[src/rtl/ramw_sched_if.sv]
// Signal bundle between the sample collectors, the round-robin scheduler and the frame writer.
// req/ack: req[i] is a level held until the one-cycle ack[i]; wr_fs/wr_fd: wr_fs stays high until wr_fd is seen.
interface ramw_sched_if;
   logic [3:0]   req;
   logic [383:0] req_data;
   logic [3:0]   ack;
   logic [95:0]  wr_data;
   logic         wr_fs;
   logic         wr_fd;
   logic [1:0]   grant_id;
   logic         busy;
   logic         err;
   logic [7:0]   so;

   modport master (
      input  req, req_data, wr_fd,
      output ack, wr_data, wr_fs, grant_id, busy, err, so
   );

   modport slave (
      output req, req_data, wr_fd,
      input  ack, wr_data, wr_fs, grant_id, busy, err, so
   );
endinterface

[src/rtl/ramw_sched.sv]
// Round-robin scheduler sharing one 96-bit frame writer between four requesters,
// with a frame-done timeout that raises a sticky error and drains before re-arbitrating.
module ramw_sched #(
   parameter int TIMEOUT = 64,
   parameter int DRAIN   = 16
) (
   input  logic           clk,
   input  logic           rst,
   ramw_sched_if.master   bus
);

   typedef enum logic [7:0] {
      IDLE = 8'h00,
      ARB  = 8'h01,
      LOAD = 8'h02,
      SEND = 8'h03,
      HOLD = 8'h04,
      DONE = 8'h05,
      ERR  = 8'h0F
   } state_t;

   localparam logic [15:0] TO_LAST    = 16'(TIMEOUT - 1);
   localparam logic [15:0] DRAIN_LAST = 16'(DRAIN - 1);

   state_t      state, state_nxt;
   logic [15:0] cnt;
   logic [1:0]  arb_idx;
   logic [1:0]  win;
   logic        win_vld;
   logic [95:0] sel_word;

   // First pending requester after the last grant, wrapping around.
   always_comb begin
      win     = 2'd0;
      win_vld = 1'b0;
      arb_idx = 2'd0;
      for (int k = 1; k <= 4; k++) begin
         arb_idx = bus.grant_id + 2'(k);
         if (!win_vld && bus.req[arb_idx]) begin
            win     = arb_idx;
            win_vld = 1'b1;
         end
      end
   end

   always_comb sel_word = bus.req_data[9'(bus.grant_id) * 9'd96 +: 96];

   always_comb begin
      state_nxt = state;
      case (state)
         IDLE: if (|bus.req) state_nxt = ARB;
         ARB:  state_nxt = win_vld ? LOAD : IDLE;
         LOAD: state_nxt = SEND;
         SEND: begin
            if (bus.wr_fd)           state_nxt = HOLD;
            else if (cnt == TO_LAST) state_nxt = ERR;
         end
         HOLD: if (!bus.wr_fd) state_nxt = DONE;
         DONE: state_nxt = IDLE;
         ERR:  if (cnt == DRAIN_LAST) state_nxt = IDLE;
         default: state_nxt = IDLE;
      endcase
   end

   always_ff @(posedge clk) begin
      if (rst) begin
         state        <= IDLE;
         bus.grant_id <= 2'd3;
         bus.wr_data  <= 96'h0;
         bus.err      <= 1'b0;
         cnt          <= 16'd0;
      end else begin
         state <= state_nxt;
         case (state)
            ARB: if (win_vld) bus.grant_id <= win;
            LOAD: begin
               bus.wr_data <= sel_word;
               cnt         <= 16'd0;
            end
            // The same counter times the drain, so it restarts on the way into ERR.
            SEND: cnt <= (state_nxt == ERR) ? 16'd0 : cnt + 16'd1;
            ERR: begin
               bus.err <= 1'b1;
               cnt     <= cnt + 16'd1;
            end
            default: ;
         endcase
      end
   end

   assign bus.wr_fs = (state == SEND);
   assign bus.ack   = (state == DONE) ? 4'(4'b0001 << bus.grant_id) : 4'b0000;
   assign bus.busy  = (state != IDLE);
   assign bus.so    = state;

endmodule

[src/flat_wrapper.sv]
// flat-port wrapper written by rule: the top's interface ports become plain ports
module ramw_sched_flat 
#(
   parameter int TIMEOUT = 64,
   parameter int DRAIN   = 16
)
  (clk, rst, bus_req, bus_req_data, bus_wr_fd, bus_ack, bus_wr_data, bus_wr_fs, bus_grant_id, bus_busy, bus_err, bus_so);
  ramw_sched_if bus_i ();
  input  logic clk;
  input  logic rst;
  input wire logic [$bits(bus_i.req)-1:0] bus_req;
  input wire logic [$bits(bus_i.req_data)-1:0] bus_req_data;
  input wire logic [$bits(bus_i.wr_fd)-1:0] bus_wr_fd;
  output wire logic [$bits(bus_i.ack)-1:0] bus_ack;
  output wire logic [$bits(bus_i.wr_data)-1:0] bus_wr_data;
  output wire logic [$bits(bus_i.wr_fs)-1:0] bus_wr_fs;
  output wire logic [$bits(bus_i.grant_id)-1:0] bus_grant_id;
  output wire logic [$bits(bus_i.busy)-1:0] bus_busy;
  output wire logic [$bits(bus_i.err)-1:0] bus_err;
  output wire logic [$bits(bus_i.so)-1:0] bus_so;
  assign bus_i.req = bus_req;
  assign bus_i.req_data = bus_req_data;
  assign bus_i.wr_fd = bus_wr_fd;
  assign bus_ack = bus_i.ack;
  assign bus_wr_data = bus_i.wr_data;
  assign bus_wr_fs = bus_i.wr_fs;
  assign bus_grant_id = bus_i.grant_id;
  assign bus_busy = bus_i.busy;
  assign bus_err = bus_i.err;
  assign bus_so = bus_i.so;
  ramw_sched #(.TIMEOUT(TIMEOUT), .DRAIN(DRAIN)) u_core (.clk(clk), .rst(rst), .bus(bus_i));
endmodule
[config.mk]
export PLATFORM = sky130hd
export DESIGN_NAME = ramw_sched_flat
export DESIGN_NICKNAME = d
export VERILOG_FILES = /design/src/rtl/ramw_sched_if.sv /design/src/rtl/ramw_sched.sv /design/src/flat_wrapper.sv
export SDC_FILE = /design/constraint.sdc
export NUM_CORES = 1
export LEC_CHECK = 0
export CORE_AREA = 2 2 197 199
export CTS_BUF_LIST = sky130_fd_sc_hd__clkbuf_2 sky130_fd_sc_hd__clkbuf_4 sky130_fd_sc_hd__clkbuf_8
export CTS_CLUSTER_SIZE = 30
export DETAILED_ROUTE_END_ITERATION = 7
export DIE_AREA = 0 0 199 201
export RECOVER_POWER = 100
export SYNTH_ARGS = -nofsm -noshare
export SYNTH_HDL_FRONTEND = slang
export SYNTH_SLANG_ARGS = --single-unit
[constraint.sdc]
create_clock -name clk -period 4.26 [get_ports clk]
set_input_delay 0.639 -clock clk [delete_from_list [all_inputs] [get_ports clk]]
set_output_delay 0.639 -clock clk [all_outputs]
set_load 0.005 [all_outputs]
-- Yosys cells after proc, flatten, opt, wreduce, memory -nomap -nowiden
Cells that the tools add are included.
- output and inout bits: 113
- bits in registers: 123
- mux-type cells: 25
- multipliers: 1
- bitwise operators: 1
- add/subtract/negate cells: 4
- eq/ne operators: 9
- order comparisons: 4
- reductions and logical operators: 11
- shift-type cells: 2
- operators by type and width (cell ; count):
    384-bit by 10-bit variable part select with 96-bit output ; 1
    16-bit one-hot mux with 3 select lines ; 1
    8-bit one-hot mux with 6 select lines ; 1
    8-bit two-way mux ; 5
    16-bit by 1-bit adder with 16-bit output, second input constant ; 1
    16-bit by 4-bit equality test with 1-bit output, second input constant ; 1
    16-bit by 6-bit equality test with 1-bit output, second input constant ; 1
    8-bit by 2-bit equality test with 1-bit output, second input constant ; 2
    8-bit by 3-bit equality test with 1-bit output, second input constant ; 2
    8-bit by 4-bit equality test with 1-bit output, second input constant ; 2
    16-bit two-way mux ; 1
    2-bit by 3-bit < comparator with 1-bit output, second input constant ; 4
    1-bit binary-select mux with 2-bit select ; 4
    8-bit by 1-bit equality test with 1-bit output, second input constant ; 1
    8-bit logical NOT ; 1
    1-bit two-way mux ; 8
    2-bit two-way mux ; 4
    8-bit nonzero test ; 1
    2-bit adder, second input constant ; 2
    2-bit by 2-bit multiplier with 4-bit output, second input constant ; 1
    4-bit two-way mux ; 1
    4-bit OR reduction ; 1
    1-bit by 2-bit left shift with 4-bit output, first input constant ; 1
    1-bit logical AND ; 3
    5 further kinds ; 7

-- Logic depth before layout (Yosys ltp)
Gate-level depths: netlist of run 1.
- word-level depth: 18
- depth in mapped cells: 8
- mapped depth without buffers: 6

-- Worst setup path after synthesis of run 1
Ideal clock, no wire load.
- kind: register to register
- from: register u_core.bus.grant_id[0]
- to: register u_core.bus.grant_id[0]
- arrival time: 2.406 ns
- path slack: 1.783 ns
- stages on the path, launching flop included: 8
- period minus slack after synthesis: 2.477 ns
- path buffers: 2
- setup time: 0.072 ns
- path through: dfxtp_1 > clkbuf_1 > clkbuf_1 > inv_1 > ha_1 > mux4_2 > o21ai_0 > mux2i_1
- cells in the longest elaborated chain, start to end: 14
- elaborated cells on any way between the ends: 26
- classes of those cells: 3 x add/sub; 15 x mux; 1 x bitwise; 7 x reduce/logical
- ends and longest elaborated chain (element ; line ; source):
    start, declared ; ramw_sched_if.sv:17 ; output ack, wr_data, wr_fs, grant_id, busy, err, so
    start signal, assigned ; ramw_sched.sv:75 ; ARB: if (win_vld) bus.grant_id <= win;
    2-bit by 1-bit adder with 2-bit output ; ramw_sched.sv:38 ; arb_idx = bus.grant_id + 2'(k);
    1-bit binary-select mux with 2-bit select ; ramw_sched.sv:39 ; if (!win_vld && bus.req[arb_idx]) begin
    1-bit two-way mux (not written as such) ; ramw_sched.sv:39 ;
    1-bit two-way mux ; ramw_sched.sv:39 ;
    1-bit logical NOT ; ramw_sched.sv:39 ;
    1-bit logical AND ; ramw_sched.sv:39 ;
    1-bit two-way mux ; ramw_sched.sv:39 ;
    1-bit logical NOT ; ramw_sched.sv:39 ;
    1-bit logical AND ; ramw_sched.sv:39 ;
    1-bit two-way mux ; ramw_sched.sv:39 ;
    1-bit logical NOT ; ramw_sched.sv:39 ;
    1-bit logical AND ; ramw_sched.sv:39 ;
    1-bit two-way mux or 1-bit NOT (tied branches) ; - ;
    3-bit AND reduction (no source line) ; - ;
Several ways; a longest one is shown, not always the timed one. The select of a mux whose other input is x is not followed.
A chain may end at the register's enable or synchronous reset.

-- Worst setup path in the final report of run 1
- from: register u_core.state[5] (netlist: u_core.bus.so[5])
- to: output port bus_wr_fs
- cells in the longest elaborated chain, start to end: 1
- ends and longest elaborated chain (element ; line ; source):
    start, declared ; ramw_sched.sv:25 ; state_t state, state_nxt;
    start signal, assigned ; ramw_sched.sv:73 ; state <= state_nxt;
    8-bit by 2-bit equality test with 1-bit output ; ramw_sched.sv:91 ; assign bus.wr_fs = (state == SEND);
    end, declared ; flat_wrapper.sv:16 ; output wire logic [$bits(bus_i.wr_fs)-1:0] bus_wr_fs;
No other way between the ends.

==> results of run 1 <==
worst paths after layout:
path | from | endpoint | slack, ns | cells after the start
worst max-delay path | u_core.bus.so[5]$_SDFF_PP0_ | bus_wr_fs | 0.91 | 4
worst min-delay path | u_core.bus.wr_data[8]$_SDFFE_PP0P_ | u_core.bus.wr_data[8]$_SDFFE_PP0P_ | 0.45 | 2
worst max register to register | u_core.bus.so[5]$_SDFF_PP0_ | u_core.bus.wr_data[91]$_SDFFE_PP0P_ | 1.22 | 4
worst min register to register | u_core.bus.wr_data[8]$_SDFFE_PP0P_ | u_core.bus.wr_data[8]$_SDFFE_PP0P_ | 0.45 | 2
power by group through the flow:
stage	Combinational, µW	Clock (µW)	Sequential (µW)
floorplan	107	0	1180
global placement	496	0	1180
detailed placement	500	0	1180
CTS	503	1270	1150
global route	524	1320	1150
finish	499	1220	1150
critical path: stages (launching register included):
cell,delay (ns)
dfxtp_1,0.34
nor4_4,0.49
and3_1,0.64
and2_1,0.20
dlygate4sd3_1,0.56
cells by family (layout without fill, tap and decap cells):
family,Yosys count,after routing,share of synthesized area
compound gates,147,147,0.120
xor+xnor,1,1,0.00122
fa+ha+maj,5,5,0.00870
buf+inv,76,552,0.0423
flops,123,123,0.342
mux,104,104,0.317
other cells,1,5,0.000521
simple gates,273,273,0.168
routing by layer:
layer / routed length (µm) / part of all wire / global-route usage
met3: 2780 / 0.087 / 0.0459
met4: 542 / 0.017 / 0.0461
met2: 15900 / 0.50 / 0.264
met5: 13 / 0.00041 / 0
met1: 12500 / 0.39 / 0.181
final cells by class:
type                    count  share of cell area
inverters                  10             0.00286
flip-flops and latches    123               0.188
diodes                      1            0.000191
clock inverters            10              0.0123
repair buffers            510               0.387
clock buffers              22              0.0226
well taps                 518              0.0494
multi-input cells         534               0.338
synth_stat cells (all sizes together), types with 5 or more instances:
cell,n
a21oi,98
a221oi,13
and2,6
and3,5
buf,19
clkbuf,47
dfxtp,123
ha,5
inv,10
mux4,99
nand2,203
nand3,9
nand4,6
nor2,11
nor4,5
o21ai,10
o31ai,10
or3,7
or4,9
flip-flops by register name (all words and copies together), names as in the netlist:
signal               count
u_core.bus.wr_data      96
u_core.cnt              16
u_core.bus.so            8
u_core.bus.grant_id      2
u_core.bus.err           1
metrics by stage:
step	total power (µW)	setup slack, ns	instances
floorplan	1290	1.78	733
global placement	1670	1.50	1695
detailed placement	1680	1.41	1695
CTS	2920	0.872	1727
global route	2990	0.702	1727
finish	2880	0.910	1728
placed cells by master, fill, tap and decap left out, types with 2 or more instances in the layout:
master	synthesis	final
and2_0	0	4
o41ai_1	2	2
clkbuf_4	0	2
clkinv_2	0	2
inv_1	10	10
mux4_2	99	99
or4_1	8	8
dlygate4sd3_1	0	107
buf_4	0	7
bufinv_16	0	4
nor4_1	4	4
or3_1	7	7
and2_1	6	2
nand3_1	9	9
a211oi_1	2	2
o211ai_1	2	2
nor2b_1	2	2
conb_1	1	4
a31oi_1	4	4
dfxtp_1	123	122
nand2_1	203	203
clkdlybuf4s50_1	0	395
o31ai_1	10	10
mux2i_1	4	4
a21oi_1	98	98
o21ai_0	10	10
clkinvlp_4	0	3
and3_1	5	5
and4_1	3	2
clkbuf_8	0	21
nand4_1	6	6
a221oi_1	12	12
nor2_1	11	11
ha_1	5	5
==> flow_metrics.env, run 1 <==
export IMPL_outcome="finished, violations left"
export IMPL_failed_checks="capacitance limit, slew limit"
export IMPL_clkLatencyLatePin_ns=0.48
export IMPL_swShare=0.218
export IMPL_whs_ns=0.451
export IMPL_critPathArrivalTime_ns=2.71
export IMPL_gp_congestion=0.853
export IMPL_htreeDepth=4
export IMPL_utilization=0.345
export IMPL_multiInputGateArea_mm2=0.00443
export IMPL_antenna_found_initial=2
export IMPL_drv_slew=97
export IMPL_ant_nets=0
export IMPL_cts_max_path_buffers=2
export IMPL_timing_fmax_ghz=0.298
export IMPL_core_area_mm2=0.0381
export IMPL_vias=7806
export IMPL_die_area_mm2=0.0400
export IMPL_cts_sinks=123
export IMPL_dominantRegCellSynth="dfxtp_1"
export IMPL_async_reset_ff_frac=0
export IMPL_io_pins=504
export IMPL_syn_avg_cell_area_um2=9.86
export IMPL_grt_usage=0.153
export IMPL_die_x_um=199
export IMPL_grt_max_degree=100
export IMPL_wirelength_um=31800
export IMPL_synthCells=730
export IMPL_drive_gt1_frac=0.121
export IMPL_netlist_top_cells_area="dfxtp_1, mux4_2, nand2_1, a21oi_1, clkbuf_1"
export IMPL_tns_ns=0
export IMPL_yosysWarningCount=0
export IMPL_cts_tree="yes"
export IMPL_dp_hpwl_um=25400
export IMPL_area_growth_pct=82.5
export IMPL_power_density_mw_per_mm2=219
export IMPL_crit_type="reg2out"
export IMPL_post_cts_setup_buffer_count=0
export IMPL_rsz0062_at_grt="false"
export IMPL_intPower_uw=2250
export IMPL_nFillCells=3900
export IMPL_rows=72
export IMPL_combPwrFrac=0.174
export IMPL_firstDrtPassIters=5
export IMPL_path_clk_slew_ns=0.08
export IMPL_critPathRequiredTime_ns=3.62
export IMPL_placed_area_mm2=0.0127
export IMPL_cts_inserted_buffers=17
export IMPL_hold_viol=0
export IMPL_p_sw_uw=627
export IMPL_synth_edf_count=0
export IMPL_p_clk_frac=0.425
export IMPL_hold_class="reg2reg"
export IMPL_synthDistinctLibCells=46
export IMPL_drt_iter0_markers=369
export IMPL_fin_crit_sh=0.786
export IMPL_grt_pass1_vias=7773
export IMPL_cp_end_kind="output port"
export IMPL_yosys_area_top_type="dfxtp_1"
export IMPL_cts_root_buffer="clkbuf_8"
export IMPL_start_util=0.189
export IMPL_die_y_um=201
export IMPL_final_area_mm2=0.0131
export IMPL_post_drt_wl_per_cell_um=18.4
export IMPL_clock_skew_ns=0.0168
export IMPL_ctsResizeCount=0
export IMPL_viasPerCell=4.52
export IMPL_numPortBuffers=503
export IMPL_cp_start_kind="flip-flop"
export IMPL_ff_latch_area_mm2=0.00247
export IMPL_tightest_slew_ns=1.97
export IMPL_period_minus_slack_ns=3.35
export IMPL_leakage_uw=0.00478
export IMPL_yosysTopAreaCellShare=0.342
export IMPL_relSlewSlack=-0.316
export IMPL_setup_viol=0
export IMPL_syn_cell_area_mm2=0.00719
export IMPL_ir_worst_vdd_mv=0.155
export IMPL_path_max_fanout=15
export IMPL_final_nets=1592
export IMPL_grt_pass1_wl_um=45900
export IMPL_ys_seq_elements=123
export IMPL_drc=0
export IMPL_cts_hold_buf=0
export IMPL_grt_overflow=0
export IMPL_drv_cap=1
export IMPL_seq_area_frac_synth=0.342
export IMPL_p_seq_frac=0.401
No activity file was read; power rests on OpenSTA's default activity.
==> run 2, diff against run 1 <==
- CORE_AREA: 2 2 197 199 -> 2 2 196 198
- DIE_AREA: 0 0 199 201 -> 0 0 198 200
- clock period: 4.26 -> 3 ns (I/O delays scaled with it)
==> run 2 against run 1 <==
Effect of this change: the run now ends clean; sequential cell count unchanged; global-route usage decreased by 0.74 points; clock skew decreased by 0.0020 ns; cell area about the same; clock power increased by 19%; combinational power increased by 42%; via count decreased by 1.1%; sequential power increased by 43%; register-to-register slack got worse by 0.76 ns.
==> flow_metrics.env, run 2 (synthesis results as in run 1) <==
export IMPL_grt_pass1_wl_um=43500
export IMPL_numPortBuffers=503
export IMPL_tightest_slew_ns=0.989
export IMPL_post_drt_wl_per_cell_um=17.8
export IMPL_path_max_fanout=4
export IMPL_cp_top_family="simple AND/OR/NAND/NOR gates"
export IMPL_die_y_um=200
export IMPL_rows=71
export IMPL_ff_latch_area_mm2=0.00247
export IMPL_core_area_mm2=0.0374
export IMPL_timing_fmax_ghz=0.357
export IMPL_path_buf_inv=1
export IMPL_viasPerCell=4.48
export IMPL_clkLatencyLatePin_ns=0.47
export IMPL_crit_path_end="bus_ack[1]"
export IMPL_diodes=0
export IMPL_timing_rr_end="u_core.bus.wr_data[44]$_SDFFE_PP0P_"
export IMPL_stdcell_count=1724
export IMPL_area_growth_pct=82.6
export IMPL_pre_cts_slack_ns=0.484
export IMPL_hold_viol=0
export IMPL_io_pins=504
export IMPL_power_uw=3790
export IMPL_path_clk_slew_ns=0.06
export IMPL_cts_hold_buf=0
export IMPL_cp_end_kind="output port"
export IMPL_hold_class="reg2reg"
export IMPL_leakage_uw=0.00480
export IMPL_drive_gt1_frac=0.124
export IMPL_multiInputGateArea_mm2=0.00445
export IMPL_relSlewSlack=0.341
export IMPL_crit_slowest_cell="or4_4"
export IMPL_drv_slew=0
export IMPL_place_inst=1693
export IMPL_die_x_um=198
export IMPL_cts_max_path_buffers=2
export IMPL_critPathRequiredTime_ns=2.55
export IMPL_cts_sinks=123
export IMPL_timing_rr_start="u_core.bus.so[5]$_SDFF_PP0_"
export IMPL_drt_iter0_markers=331
export IMPL_nFillCells=3818
export IMPL_drc=0
export IMPL_htreeDepth=4
export IMPL_grt_usage=0.145
export IMPL_grt_pass1_vias=7627
export IMPL_cp_start_kind="flip-flop"
export IMPL_crit_chain="or4_4 > nor4_4 > and2_0 > clkdlybuf4s50_1"
export IMPL_cts_inserted_buffers=17
export IMPL_final_common_cell="clkdlybuf4s50_1"
export IMPL_rrSetupSlack_ns=0.46
export IMPL_dp_hpwl_um=24500
export IMPL_cts_root_buffer="clkbuf_8"
export IMPL_path_depth=4
export IMPL_critPathArrivalTime_ns=2.35
export IMPL_grt_max_degree=68
export IMPL_setup_viol=0
export IMPL_rsz0062_at_grt="false"
export IMPL_crit_type="reg2out"
export IMPL_gp_congestion=0.795
export IMPL_drv_cap=0
export IMPL_top_register="u_core.bus.wr_data"
export IMPL_slowest_delay_ns=0.59
export IMPL_layout_common_cells="clkdlybuf4s50_1, nand2_1, dfxtp_1"
export IMPL_ant_nets=0
export IMPL_die_area_mm2=0.0396
export IMPL_period_minus_slack_ns=2.80
export IMPL_utilization=0.351
export IMPL_final_nets=1597
export IMPL_largest_register_ffs=96
export IMPL_start_util=0.192
export IMPL_power_density_mw_per_mm2=288
export IMPL_outcome="completed"
export IMPL_worst_slack_ns=0.198
export IMPL_ir_worst_vdd_mv=0.232
export IMPL_rr_worst_depth=5
export IMPL_cp_startpoint="u_core.bus.so[5]$_SDFF_PP0_"
export IMPL_wirelength_um=30600
export IMPL_tns_ns=0
export IMPL_vias=7721
export IMPL_grt_overflow=0
export IMPL_antenna_found_initial=0
export IMPL_cts_tree="yes"
export IMPL_clock_skew_ns=0.0148
export IMPL_firstDrtPassIters=4
export IMPL_fin_crit_sh=0.934
run 2: what timing repair did:
| item | CTS | global route |
|---|---|---|
| pin swaps | 0 | 0 |
| setup buffers | 0 | 0 |
| resized for setup | 1 | 2 |
| setup endpoints to repair | 4 | 4 |
run 2: worst min path at each step:
stage                                                to                                start  depth (start not counted)
floorplan            u_core.bus.wr_data[0]$_SDFFE_PP0P_   u_core.bus.wr_data[0]$_SDFFE_PP0P_                          2
global placement    u_core.bus.wr_data[48]$_SDFFE_PP0P_  u_core.bus.wr_data[48]$_SDFFE_PP0P_                          2
detailed placement  u_core.bus.wr_data[88]$_SDFFE_PP0P_  u_core.bus.wr_data[88]$_SDFFE_PP0P_                          2
CTS                 u_core.bus.wr_data[61]$_SDFFE_PP0P_  u_core.bus.wr_data[61]$_SDFFE_PP0P_                          2
global route        u_core.bus.wr_data[10]$_SDFFE_PP0P_  u_core.bus.wr_data[10]$_SDFFE_PP0P_                          2
finish              u_core.bus.wr_data[57]$_SDFFE_PP0P_  u_core.bus.wr_data[57]$_SDFFE_PP0P_                          2
run 2: layout make-up:
cell class,instances,share of cell area
Multi-Input combinational cell,534,0.339
Inverter,10,0.00286
Clock buffer,24,0.0237
Clock inverter,7,0.00495
Sequential cell,123,0.188
Tap cell,511,0.0487
Timing Repair Buffer,515,0.393
run 2: per-layer routing:
metal,global-route usage,wire length [µm],part of all wire
met5,0,0,0
met4,0.0510,692,0.023
met3,0.0427,2610,0.085
met2,0.245,15100,0.49
met1,0.177,12200,0.40
run 2: worst register-to-register path, stage by stage (launching register included):
cell,delay [ns]
dfxtp_1,0.34
nor4_4,0.46
and4_2,0.82
clkbuf_1,0.52
nand2_1,0.19
a21oi_1,0.16
run 2: where the power goes:
| part | internal (µW) | switching [µW] |
|---|---|---|
| sequential | 1630 | 3.50 |
| clock | 759 | 688 |
| combinational | 558 | 149 |
| total | 2950 | 841 |
run 2: stage by stage:
step	hold WS, ns	instance area (µm²)
after floorplan	0.453	7210
final	0.451	13100
after detailed placement	0.447	12800
after global placement	0.442	12800
after global routing	0.470	13100
after CTS	0.457	13200
